## config.mk

```make
export PLATFORM = sky130hd
export DESIGN_NAME = kch_sequencer
export DESIGN_NICKNAME = d
export VERILOG_FILES = /design/src/rtl/kch_sequencer.sv
export SDC_FILE = /design/constraint.sdc
export NUM_CORES = 1
export LEC_CHECK = 0
export ABC_AREA = 1
export CAP_MARGIN = 5
export CORE_ASPECT_RATIO = 0.9
export CORE_UTILIZATION = 52
export DETAILED_ROUTE_END_ITERATION = 7
export GPL_TIMING_DRIVEN = 0
export HOLD_SLACK_MARGIN = 0.05
export PLACE_DENSITY = 0.77
export SLEW_MARGIN = 20
export SYNTH_ARGS = -nofsm -noshare
export SYNTH_HDL_FRONTEND = slang
export SYNTH_SLANG_ARGS = --single-unit
```

## constraint.sdc

```tcl
create_clock -name clk -period 4.6 [get_ports clk]
set_input_delay 0.46 -clock clk [delete_from_list [all_inputs] [get_ports clk]]
set_output_delay 0.46 -clock clk [all_outputs]
set_load 0.05 [all_outputs]
```

## src/rtl/kch_sequencer.sv

```systemverilog
// kch_sequencer: round controller for the known-CH tracker.
// Clears the tracker on a heartbeat, buffers CH advertisements in a small
// FIFO and replays them as single-cycle tracker enables separated by a settle
// window, then latches the tracker's chosen CH and hop count.
// Optional feature: define KCH_TIMEOUT_EN to build the COLLECT inactivity
// timeout (round ends early with ch_timeout after TIMEOUT idle cycles).
module kch_sequencer #(
    parameter int WORD_WIDTH    = 16,
    parameter int FIFO_DEPTH    = 4,
    parameter int CLR_CYCLES    = 2,
    parameter int SETTLE_CYCLES = 2,
    parameter int TIMEOUT       = 1024
) (
    input  logic                  clk,
    input  logic                  rst,
    input  logic                  hb_start,
    input  logic [WORD_WIDTH-1:0] hb_chlimit,
    input  logic                  adv_valid,
    output logic                  adv_ready,
    input  logic [WORD_WIDTH-1:0] adv_id,
    input  logic [WORD_WIDTH-1:0] adv_hops,
    input  logic [WORD_WIDTH-1:0] adv_qvalue,
    output logic                  kch_hb_reset,
    output logic                  kch_en,
    output logic [WORD_WIDTH-1:0] kch_id,
    output logic [WORD_WIDTH-1:0] kch_hops,
    output logic [WORD_WIDTH-1:0] kch_qvalue,
    input  logic [WORD_WIDTH-1:0] kch_chosen,
    input  logic [WORD_WIDTH-1:0] kch_hopsfrom,
    output logic [WORD_WIDTH-1:0] chosen_ch,
    output logic [WORD_WIDTH-1:0] hops_from_ch,
    output logic                  ch_done,
    output logic                  ch_timeout,
    output logic [WORD_WIDTH-1:0] ch_count,
    output logic                  busy
);

    localparam int AW = $clog2(FIFO_DEPTH);
    localparam int EW = 3 * WORD_WIDTH;
    localparam int CW = $clog2(CLR_CYCLES + 1);
    localparam int SW = (SETTLE_CYCLES < 1) ? 1 : $clog2(SETTLE_CYCLES + 1);

    typedef enum logic [1:0] {S_IDLE, S_CLEAR, S_COLLECT, S_DONE} state_t;

    state_t                r_state, w_state_next;
    logic [EW-1:0]         r_fifo_mem [FIFO_DEPTH];
    logic [AW:0]           r_wr_ptr, r_rd_ptr;
    logic [CW-1:0]         r_clr_cnt;
    logic [SW-1:0]         r_settle_cnt;
    logic [WORD_WIDTH-1:0] r_limit, r_ch_count;
    logic                  r_kch_en;
    logic [WORD_WIDTH-1:0] r_kch_id, r_kch_hops, r_kch_qvalue;
    logic [WORD_WIDTH-1:0] r_chosen_ch, r_hops_from_ch;

    logic                  w_fifo_empty, w_fifo_full, w_adv_ready;
    logic                  w_push, w_pop, w_timeout_cond, w_timeout_hit;
    logic [EW-1:0]         w_head;

    // Pointers carry one wrap bit so full and empty are distinguishable.
    assign w_fifo_empty = (r_wr_ptr == r_rd_ptr);
    assign w_fifo_full  = (r_wr_ptr[AW] != r_rd_ptr[AW]) &&
                          (r_wr_ptr[AW-1:0] == r_rd_ptr[AW-1:0]);
    assign w_adv_ready  = ((r_state == S_CLEAR) || (r_state == S_COLLECT)) && !w_fifo_full;
    assign w_push       = adv_valid && w_adv_ready;
    // A heartbeat aborts the round, so it suppresses any pop in that cycle.
    assign w_pop        = (r_state == S_COLLECT) && !w_fifo_empty && (r_settle_cnt == '0) &&
                          (r_ch_count < r_limit) && !hb_start;
    assign w_head       = r_fifo_mem[r_rd_ptr[AW-1:0]];

    // Next-state logic; a heartbeat in any state restarts the round.
    always_comb begin
        w_state_next  = r_state;
        w_timeout_hit = 1'b0;
        case (r_state)
            S_IDLE: begin
                if (hb_start) w_state_next = S_CLEAR;
            end
            S_CLEAR: begin
                if (hb_start)
                    w_state_next = S_CLEAR;
                else if (r_clr_cnt == '0)
                    w_state_next = (r_limit == '0) ? S_DONE : S_COLLECT;
            end
            S_COLLECT: begin
                if (hb_start) begin
                    w_state_next = S_CLEAR;
                end else if ((r_ch_count == r_limit) && (r_settle_cnt == '0)) begin
                    w_state_next = S_DONE;
                end else if (w_timeout_cond) begin
                    w_state_next  = S_DONE;
                    w_timeout_hit = 1'b1;
                end
            end
            S_DONE: begin
                w_state_next = hb_start ? S_CLEAR : S_IDLE;
            end
            default: w_state_next = S_IDLE;
        endcase
    end

    // State, FIFO pointers, round counters and registered tracker/result outputs.
    always_ff @(posedge clk or posedge rst) begin
        if (rst) begin
            r_state        <= S_IDLE;
            r_wr_ptr       <= '0;
            r_rd_ptr       <= '0;
            r_clr_cnt      <= '0;
            r_settle_cnt   <= '0;
            r_limit        <= '0;
            r_ch_count     <= '0;
            r_kch_en       <= 1'b0;
            r_kch_id       <= '0;
            r_kch_hops     <= '1;
            r_kch_qvalue   <= '0;
            r_chosen_ch    <= '0;
            r_hops_from_ch <= '1;
        end else begin
            r_state  <= w_state_next;
            r_kch_en <= w_pop;
            if (hb_start) begin
                // New round: flush wins over any push on the same edge.
                r_wr_ptr     <= '0;
                r_rd_ptr     <= '0;
                r_ch_count   <= '0;
                r_limit      <= hb_chlimit;
                r_clr_cnt    <= CW'(CLR_CYCLES - 1);
                r_settle_cnt <= '0;
            end else begin
                if (w_push) r_wr_ptr <= r_wr_ptr + 1'b1;
                if (w_pop)  r_rd_ptr <= r_rd_ptr + 1'b1;
                if ((r_state == S_CLEAR) && (r_clr_cnt != '0))
                    r_clr_cnt <= r_clr_cnt - 1'b1;
                if (w_pop) begin
                    r_settle_cnt <= SW'(SETTLE_CYCLES);
                    if (r_ch_count != '1) r_ch_count <= r_ch_count + 1'b1;
                end else if (r_settle_cnt != '0) begin
                    r_settle_cnt <= r_settle_cnt - 1'b1;
                end
            end
            if (w_pop) begin
                r_kch_id     <= w_head[EW-1 -: WORD_WIDTH];
                r_kch_hops   <= w_head[2*WORD_WIDTH-1 -: WORD_WIDTH];
                r_kch_qvalue <= w_head[WORD_WIDTH-1:0];
            end
            // Latch on the edge into DONE so the result is valid with ch_done.
            if (w_state_next == S_DONE) begin
                r_chosen_ch    <= kch_chosen;
                r_hops_from_ch <= kch_hopsfrom;
            end
        end
    end

    // Advertisement storage; no reset so it maps onto RAM.
    always_ff @(posedge clk) begin
        if (w_push) r_fifo_mem[r_wr_ptr[AW-1:0]] <= {adv_id, adv_hops, adv_qvalue};
    end

`ifdef KCH_TIMEOUT_EN
    localparam int TW = $clog2(TIMEOUT + 1);
    logic [TW-1:0] r_to_cnt;
    logic          r_to_flag;

    // Inactivity counter: runs only in COLLECT, restarted by every pop.
    always_ff @(posedge clk or posedge rst) begin
        if (rst) begin
            r_to_cnt  <= '0;
            r_to_flag <= 1'b0;
        end else begin
            r_to_flag <= w_timeout_hit;
            if ((r_state != S_COLLECT) || w_pop)
                r_to_cnt <= '0;
            else if (r_to_cnt != '1)
                r_to_cnt <= r_to_cnt + 1'b1;
        end
    end

    assign w_timeout_cond = (r_state == S_COLLECT) && (r_to_cnt == TW'(TIMEOUT - 1)) &&
                            (r_ch_count < r_limit) && !w_pop;
    assign ch_timeout     = (r_state == S_DONE) && r_to_flag;
`else
    logic w_unused_timeout;
    assign w_timeout_cond   = 1'b0;
    assign ch_timeout       = 1'b0;
    assign w_unused_timeout = (TIMEOUT > 0) | w_timeout_hit;
`endif

    assign adv_ready    = w_adv_ready;
    assign kch_hb_reset = (r_state == S_CLEAR);
    assign kch_en       = r_kch_en;
    assign kch_id       = r_kch_id;
    assign kch_hops     = r_kch_hops;
    assign kch_qvalue   = r_kch_qvalue;
    assign chosen_ch    = r_chosen_ch;
    assign hops_from_ch = r_hops_from_ch;
    assign ch_done      = (r_state == S_DONE);
    assign ch_count     = r_ch_count;
    assign busy         = (r_state != S_IDLE);

endmodule

```

# Word level (Yosys, flattened, before mapping)
# Memories as Yosys holds them, arrays and structs flattened. A register that Yosys moved wholly into a read port is not among the register bits.
# Index checks and enable logic that the tools add are counted.
# W data, S select, Z words.
# totals
ram_bits	192
inputBits	100
output_inout_bits	102
reg_bits	77
elab_cells	74
n_memories	1
# mem_list
name	depth	word_bits	read_ports	rd_clocked_by_memory_dff	wr	line	rtl
r_fifo_mem	4	48	1	1	1	46	logic [EW-1:0] r_fifo_mem [FIFO_DEPTH];
# op_classes
reduce_logical	26
muxes	22
n_addsub	5
n_eq_ne	9
magnitude_cmp	1
# op_table
operator	n
$mux W16	3
$mux W2	10
$add A16 B1 Y16 const B	1
$eq A16 B16 Y1	1
$logic_not A16 Y1	1
$lt A16 B16 Y1	1
$ne A16 B16 Y1 const B	1
$reduce_bool A2 Y1	7
$mux W3	4
$logic_and A1 B1 Y1	9
$pmux W2 S4	1
$add A3 B1 Y3 const B	2
$eq A2 B2 Y1 const B	3
$logic_not A2 Y1	3
$mux W1	4
$sub A2 B1 Y2 const B	2
$eq A3 B3 Y1	1
$logic_not A1 Y1	3
$reduce_bool A3 Y1	1
$eq A2 B1 Y1 const B	1
$eq A2 B2 Y1	1
$reduce_and A2 Y1	1
$logic_or A1 B1 Y1	1
$ne A1 B1 Y1	1

# Depth between registers and ports, before layout
# logic_depth
ltp_word	8
mapped_depth	15

# Worst setup path after synthesis
# Ideal clock, no wire load.
# synth_path
path_kind	register to register
from	register r_state[0]
to	register r_wr_ptr[2]
slack_ps	1134
setup_time_ps	91
path_stages_with_launch	7
t_arrival_ps	3375
path_cell_list	dfrtp_1 -> inv_1 -> ha_1 -> nand3_1 -> nor2_1 -> o21ai_0 -> a21oi_1
# synth_between
elab_chain_cells	5
# synth_rtl
item	line	rtl
start: declaration	45	state_t r_state, w_state_next;
start signal: assignment	118	r_state <= w_state_next;
$eq A2 B1 Y1 or $eq A2 B2 Y1 (tied branches)	63	assign w_adv_ready = ((r_state == S_CLEAR) || (r_state == S_COLLECT)) && !w_fifo_full;
$logic_or A1 B1 Y1 (*)	63	
$logic_and A1 B1 Y1 (*)	63	
$logic_and A1 B1 Y1 (*)	64	assign w_push = adv_valid && w_adv_ready;
$reduce_bool A2 Y1 (no source line) (*)	n/a	
end signal: assignment	129	if (w_push) r_wr_ptr <= r_wr_ptr + 1'b1;
end: declaration	47	logic [AW:0] r_wr_ptr, r_rd_ptr;
# Mark *: on every way between the ends. The rest lies on a longest branch, timed or not.
# A chain may end at the register's enable or synchronous reset.

# Worst setup path after layout
# layout_path
from	register r_state[0]
to	output port adv_ready
# layout_between
elab_chain_cells	3
# layout_rtl
item	line	rtl
$eq A2 B1 Y1 or $eq A2 B2 Y1 (tied branches)	63	
$logic_or A1 B1 Y1 (*)	63	
$logic_and A1 B1 Y1 (*)	63	
end: declaration	19	output logic adv_ready,
# Marks and branches as above.

==> results.yml <==
detailed_routing:
  drt-total-wl_um: 33310
  dr_wl_met2_um: 16310
  firstDrtPassIters: 5
  via_per_inst: 5.384
  via_count: 9739
  drtAntennaViolNets: 0
  wl_per_cell_um: 18.42
  routed-wl-met3_um: 2735
  wl_met1_um: 13710
  drt_iter0_markers: 819
  routed.top_layer: "met5"
  drc: 0
floorplanning:
  die_area_mm2: 0.02587
  start_util: 0.5349
  die_h_um: 152.7
  core.rowCount: 54
  ios: 202
  die_w_um: 169.4
  core_area_mm2: 0.02453
yosys:
  yosysMostFrequentCell: "nand2_1"
  yosysTopAreaCellShare: 0.4394
  yosys.cell_types.count: 36
  ys_ff_latch: 317
  ys_seq_area_frac: 0.6809
  synth_top_area_cell: "edfxtp_1"
  ys_async_sr_fraction: 0.3943
  synthCells: 1199
  syn_area_mm2: 0.01312
  yosys_warnings: 0
  synth_nets: 1328
  synthTopCellsByArea: "edfxtp_1 (44%), dfrtp_1 (18%), nand2_1 (8.7%), dfstp_2 (6.4%), o21ai_0 (4.2%)"
  synth_flop_cell: "edfxtp_1"
  syn_avg_cell_area_um2: 10.94
  synth_edf_count: 192
  synth_common_cells: "nand2_1 (305), edfxtp_1 (192), nor2_1 (143)"
critical_path:
  crit_buf_inv: 3
  crit_path_frequent_cell: "inv_1"
  required_ps: 4140
  cp_cell_sequence: "inv_1, ha_1, nand2_1, inv_1, clkdlybuf4s50_1"
  slowest_stage: "clkdlybuf4s50_1"
  crit_path_max_incr_delay_ps: 790
  critical_path_class: "flop to output pin"
  cp_max_fo: 5
  crit_path_start_kind: "flop"
  crit_arrival_ps: 2380
  endpoint_kind: "output pin"
  crit_family: "buffers and inverters"
sta:
  hold_violations: 0
  slew_viol_final: 0
  period_minus_slack_ps: 2841
  maxSlewHeadroom: 0.4782
  holdWs_ps: 324.0
  setup_viol_count_final: 0
  max_freq_ghz: 0.3519
  worst_pin_slew_ps: 780.8
  rsz0062_at_grt: "false"
  min_period_over_period: 0.6177
  finClkSkew_ps: 28.47
global_route:
  grt_overflow: 0
  antenna_found_initial: 4
  grt_pass1_wl_um: 52120
  grt_pass1_vias: 9894
  grt_max_degree: 89
  grt_use_total: 0.2591
cts:
  cts_hold_buf: 0
  path_clk_slew_ps: 60
  cts_setup_buffers: 0
  clk_latency_ps: 520
  max-clock-path-buffers: 3
  htree_levels: 2
  cts_tree: "done"
  cts-root-buf: "clkbuf_16"
  cts_made_buffers: 34
  post_cts_resized: 0
  cts_sinks: 317
layout:
  syn2layout_area_growth_pct: 29.06
  stdcell_count: 1809
  final_util: 0.6904
  drive_gt1_frac: 0.08707
  nets: 1573
  nFillCells: 1812
placement:
  io_buffers: 200
  dp_hpwl_um: 22110
  numPlacedInstances: 1744
  gp_congestion: 0.9201
min_path:
  worst_hold_path_type: "primary input to asynchronous set/reset pin"
power:
  irDropWorstVdd_mv: 0.3418
  powerDensity_mw_per_mm2: 589.8
  power_leakage_nw: 6.835
flow_run:
  drv_cap: 0
outcome:
  status: "finished, final reports clean"
path summary, 6_finish.rpt:
kind,start,end,slack (ps),cells after the start
worst max-delay path,r_state[0],adv_ready,1760,5
worst min-delay path,rst,r_limit[7],320,2
worst max register to register,r_state[0],r_fifo_mem[0][2],1900,6
worst min register to register,kch_hops[1],kch_hops[1],460,2
max in group asynchronous,rst,hops_from_ch[1],3520,3
min in group clk,kch_hops[1],kch_hops[1],460,2
cells by family after synthesis:
| kind of cell | share of synthesized area |
|---|---|
| fa+ha+maj | 0.02766 |
| simple gates | 0.1666 |
| xor+xnor | 0.01068 |
| other cells | 0.0002858 |
| compound gates | 0.07667 |
| buf+inv | 0.03719 |
| flops | 0.6809 |
registers in the layout, indices dropped and copies added (netlist names), 16 cells and up:
signal / flops
hops_from_ch: 16
kch_hops: 16
kch_id: 16
ch_count: 16
kch_qvalue: 16
r_limit: 16
r_fifo_mem: 192
chosen_ch: 16
placed cells by master (no fill, tap or decap), drive strengths merged, types with 35 or more instances in the layout:
cell type and count:
nand2 307, clkdlybuf4s50 200, edfxtp 192, nor2 145
o21ai 121, dfrtp 93, clkbuf 86, inv 51
o22ai 48, nand3 37, nand4 35
layout make-up:
type,count,area (um2),share of cell area
sequential,317,8934,0.5276
multi-input combinational,766,3729,0.2202
timing repair buffer,209,2242,0.1324
clock buffer,45,923.4,0.05453
tap,336,420.4,0.02483
buffer,64,292.8,0.01729
inverter,52,202.7,0.01197
clock inverter,17,181.4,0.01071
antenna,3,7.507,0.0004434
power by group:
group | switching (mW) | internal (mW)
registers | 0.258 | 3.74
clock network | 1.10 | 1.59
logic | 2.24 | 1.05
stage by stage:
| stage | cell area, um2 | setup WS (ps) | total power [mW] | setup TNS (ps) |
|---|---|---|---|---|
| after global placement | 15540 | -1156 | 7.152 | -203170 |
| after CTS | 16930 | 1727 | 10.04 | 0 |
| after detailed placement | 15820 | 1881 | 7.332 | 0 |
| after global routing | 16930 | 1668 | 10.42 | 0 |
| final | 16930 | 1759 | 9.986 | 0 |
| after floorplan | 13120 | 865.4 | 6.109 | 0 |
per-layer routing:
layer  global-route usage  vias up
met2               0.4305      389
li1                     -     4613
met5                    0        -
met3              0.05558       44
met4              0.08494        2
met1               0.3393     4691
No activity file was read; power rests on OpenSTA's default activity.
